$ cat config.mk
export PLATFORM = sky130hd
export DESIGN_NAME = serial_sequence_detector
export DESIGN_NICKNAME = d
export VERILOG_FILES = /design/src/rtl/serial_sequence_detector.sv
export SDC_FILE = /design/constraint.sdc
export NUM_CORES = 1
export LEC_CHECK = 0
export ABC_AREA = 1
export BUFFER_PORTS_ARGS = -buffer_cell sky130_fd_sc_hd__buf_2
export CORE_MARGIN = 2
export CORE_UTILIZATION = 35
export DETAILED_ROUTE_END_ITERATION = 10
export GPL_TIMING_DRIVEN = 0
export PLACE_DENSITY = 0.52
export SLEW_MARGIN = 30
export SYNTH_ARGS = -nofsm -noshare
export SYNTH_HDL_FRONTEND = slang
export SYNTH_SLANG_ARGS = --single-unit
$ cat constraint.sdc
create_clock -name clk -period 2.1 [get_ports clk]
set_clock_uncertainty 0.15 [all_clocks]
set_input_delay 0.21 -clock clk [delete_from_list [all_inputs] [get_ports clk]]
set_output_delay 0.21 -clock clk [all_outputs]
set_load 0.01 [all_outputs]
$ cat src/rtl/serial_sequence_detector.sv
// Serial pattern detector with frame-lock FSM; receiver-side counterpart of the
// serial sequence generator. Flags each N-bit pattern hit and tracks period lock.
module serial_sequence_detector #(
  parameter int                     PATTERN_LEN = 8,
  parameter logic [PATTERN_LEN-1:0] PATTERN     = 8'b1011_0100,
  parameter bit                     OVERLAP     = 1'b1,
  parameter int                     LOCK_COUNT  = 2
) (
  input  logic       clk,
  input  logic       rst,
  input  logic       din_valid,
  input  logic       din,
  output logic       detect,
  output logic [7:0] match_cnt,
  output logic       locked,
  output logic       bit_err
);

  localparam int CW = $clog2(PATTERN_LEN + 1);
  localparam int PW = $clog2(PATTERN_LEN);
  localparam logic [CW-1:0] FILL_FULL   = CW'(PATTERN_LEN);
  localparam logic [PW-1:0] PHASE_LAST  = PW'(PATTERN_LEN - 1);
  localparam logic [3:0]    LOCK_TARGET = 4'(LOCK_COUNT);

  typedef enum logic [1:0] {SEARCH, VERIFY, LOCKED} state_t;

  state_t                 state, state_nxt;
  logic [PATTERN_LEN-1:0] sreg, sreg_nxt;
  logic [CW-1:0]          fill, fill_inc, fill_nxt;
  logic [PW-1:0]          phase, phase_adv, phase_nxt;
  logic [3:0]             period, period_nxt;
  logic                   hit, err, exp_bit;

  // Everything below only moves on a valid bit; idle cycles leave state untouched.
  always_comb begin
    sreg_nxt   = sreg;
    fill_inc   = fill;
    fill_nxt   = fill;
    phase_nxt  = phase;
    period_nxt = period;
    state_nxt  = state;
    hit        = 1'b0;
    err        = 1'b0;
    exp_bit    = PATTERN[PHASE_LAST - phase];
    phase_adv  = (phase == PHASE_LAST) ? '0 : phase + 1'b1;

    if (din_valid) begin
      sreg_nxt = {sreg[PATTERN_LEN-2:0], din};
      fill_inc = (fill == FILL_FULL) ? FILL_FULL : fill + 1'b1;
      hit      = (fill_inc == FILL_FULL) && (sreg_nxt == PATTERN);
      fill_nxt = (hit && !OVERLAP) ? '0 : fill_inc;

      // A fall-back to SEARCH ignores a coincident hit; re-arming needs a later one.
      case (state)
        SEARCH: begin
          if (hit) begin
            state_nxt  = (LOCK_COUNT > 1) ? VERIFY : LOCKED;
            phase_nxt  = '0;
            period_nxt = 4'd1;
          end
        end
        VERIFY: begin
          if (din != exp_bit) begin
            state_nxt = SEARCH;
          end else begin
            phase_nxt = phase_adv;
            if (phase == PHASE_LAST) period_nxt = period + 4'd1;
            if (period_nxt == LOCK_TARGET) state_nxt = LOCKED;
          end
        end
        LOCKED: begin
          if (din != exp_bit) begin
            err       = 1'b1;
            state_nxt = SEARCH;
          end else begin
            phase_nxt = phase_adv;
          end
        end
        default: state_nxt = SEARCH;
      endcase
    end
  end

  always_ff @(posedge clk) begin
    if (rst) begin
      state     <= SEARCH;
      sreg      <= '0;
      fill      <= '0;
      phase     <= '0;
      period    <= '0;
      detect    <= 1'b0;
      match_cnt <= 8'd0;
      locked    <= 1'b0;
      bit_err   <= 1'b0;
    end else begin
      state   <= state_nxt;
      sreg    <= sreg_nxt;
      fill    <= fill_nxt;
      phase   <= phase_nxt;
      period  <= period_nxt;
      detect  <= hit;
      bit_err <= err;
      locked  <= (state_nxt == LOCKED);
      if (hit && match_cnt != 8'hFF) match_cnt <= match_cnt + 8'd1;
    end
  end

endmodule

==> reports/qor.yml <==
outcome: "complete, no violations"
clk_pin_slew_worst_paths_ns: 0.07
routed_wl_mm: 4.06
ant_nets: 0
viasPerCell: 4.62
p_leak_nw: 0.948
cp_slowest_cell: "dfxtp_4"
htreeDepth: 2
antenna_found_initial: 0
worstPathRequired_ns: 2.13
post-route-period-util: 0.907
synth_ff_type: "dfxtp_1"
numCtsBuffers: 5
yosysWarnings: 0
cp-start-kind: "register"
finalSetupTns_ns: 0
grt_first_pass_wirelength_mm: 7.02
grt_pass1_vias: 1605
synthArstFlopShare: 0
ir_drop_mv: 0.202
rsz0062_at_grt: "false"
drc: 0
netlist_area_um2: 1830
grt_usage: 0.149
path_max_fanout: 5
vias: 1725
yosysSeqAreaShare: 0.340
end_kind: "register"
syn_inst: 277
core_area_um2: 5070
tightestPinTransition_ns: 0.498
globalRoute.totalOverflow: 0
syn_to_final_growth_pct: 19.4
gp_congestion: 0.812
crit_family: "simple AND/OR/NAND/NOR gates"
drtPass1Iterations: 4
synth_top_area_frac: 0.340
crit_chain: "inv_1 -> ha_4 -> nand3_2 -> a21boi_0 -> nand2_1 -> nor2_4 -> nand2_2 -> nor3_1 -> nor2_1"
rows: 26
cts_num_sinks: 31
synth_top_area_cell: "dfxtp_1"
criticalPathCategory: "register to register"
avgSynthCellArea_um2: 6.59
fin_nets: 318
hold_slack_ns: 0.0763
fp.dieH_um: 76.2
hold_viol: 0
worstHoldStart: "din"
drv_cap: 0
dieArea_um2: 5810
startpoint: "fill[0]"
synth.most_common_cell: "nand2_1"
hold_class: "primary input to register"
drv_slew: 0
boundaryPins: 15
cts_buffer_depth: 2
wl_per_cell_um: 10.9
worstReg2RegStart: "fill[0]"
path_buf_inv: 1
drt-initial-drc-count: 90
fp.dieW_um: 76.2
port_buffers: 14
cts_tree: "done"
synth-edff-count: 0
crit_path_max_incr_delay_ns: 0.36
ys_ff_latch: 31
p_per_area_nw_per_um2: 607
synthTopCellsByArea: "dfxtp_1 34%, nand2_1 14%, inv_1 8.6%"
layout-drive-gt1-share: 0.162
diodes: 0
clock.fmax_mhz: 525
synth_nets: 293
fin_crit_ns: 1.91
arrival_ns: 1.93
synth.cells.most_frequent: "69 x nand2_1, 42 x inv_1, 34 x nor2_1"
clk_latency_ns: 0.28
max_slew_margin: 0.668
synth.distinct_cells: 25
setup_viol: 0
grt_max_degree: 11
initial_core_util: 0.360
dp.final_hpwl_mm: 2.98
cts_root_buf: "clkbuf_8"
[final timing paths]
path | to | slack [ns] | cells after the start
worst max-delay path | match_cnt[6] | 0.19 | 9
worst min-delay path | sreg[0] | 0.08 | 3
worst max register to register | match_cnt[6] | 0.19 | 9
worst min register to register | period[3] | 0.33 | 2
[tightest hold or removal path, stage by stage]
cell and delay, ns:
buf_2 0.13, nor2_1 0.05, nor2_1 0.08
[where the power goes]
group          internal, mW  switching, mW
sequential            0.602         0.0116
clock                 0.384          0.233
combinational        0.0329         0.0619
[timing repair]
action,4_1_cts,5_1_grt
buffers inserted,0,2
hold endpoints to repair,1,0
hold buffers,1,0
endpoints found under the setup margin,0,17
gates resized for setup,0,15
[routing by layer]
layer  wire length [µm]  vias up  track usage
li1                   -      933            -
met1               2170      758        0.201
met2               1670       26        0.221
met3                141        8       0.0367
met4                 85        0       0.0745
met5                  0        -            0
[layout make-up]
type / count / area [µm²]
Fill cell: 542 / 2890
Buffer: 4 / 25.0
Inverter: 43 / 161
Clock inverter: 2 / 35.0
Clock buffer: 6 / 82.6
Tap cell: 70 / 87.6
Multi-Input combinational cell: 200 / 1070
Timing Repair Buffer: 17 / 95.1
Sequential cell: 31 / 627
[cells in the final DEF, fill, tap and decap left out, types with 2 or more instances in the layout]
cell type / netlist / final
a21oi_1: 18 / 18
buf_2: 0 / 14
buf_4: 0 / 2
clkbuf_1: 3 / 3
clkbuf_8: 1 / 7
dfxtp_1: 31 / 28
dfxtp_2: 0 / 2
ha_1: 12 / 10
inv_1: 42 / 42
nand2_1: 69 / 67
nand2_2: 5 / 7
nand3_1: 18 / 17
nand3_2: 2 / 3
nand4_1: 7 / 7
nor2_1: 34 / 33
nor2_4: 2 / 3
nor3_1: 6 / 6
nor4_1: 2 / 2
o21ai_0: 16 / 14
o21ai_1: 1 / 2
[cell families after synthesis]
logic type               count (synthesis)  synth area share
AND/OR/NAND/NOR                        147             0.356
buffers and inverters                   47             0.102
AO/OA/AOI/OAI                           39             0.115
flip-flops                              31             0.340
adder cells (fa/ha/maj)                 12            0.0822
XOR/XNOR                                 1           0.00480
[state kept, by name, summed over array words and instances, names as in the netlist]
signal     flops
detect         1
state          2
locked         1
period         4
fill           4
phase          3
bit_err        1
sreg           7
match_cnt      8
[metrics by stage]
stage	utilization	power [mW]	setup WS (ns)	cell area, µm²	instances
3_5_place_dp	0.391	0.713	0.0449	1980	361
4_1_cts	0.416	1.34	0.0230	2110	370
2_1_floorplan	-	0.688	0.320	1830	277
5_1_grt	0.430	1.39	0.00895	2180	373
6_report	0.430	1.32	0.195	2180	373
3_3_place_gp	0.391	0.714	0.0523	1980	361
Power figures use the tool's default switching activity.
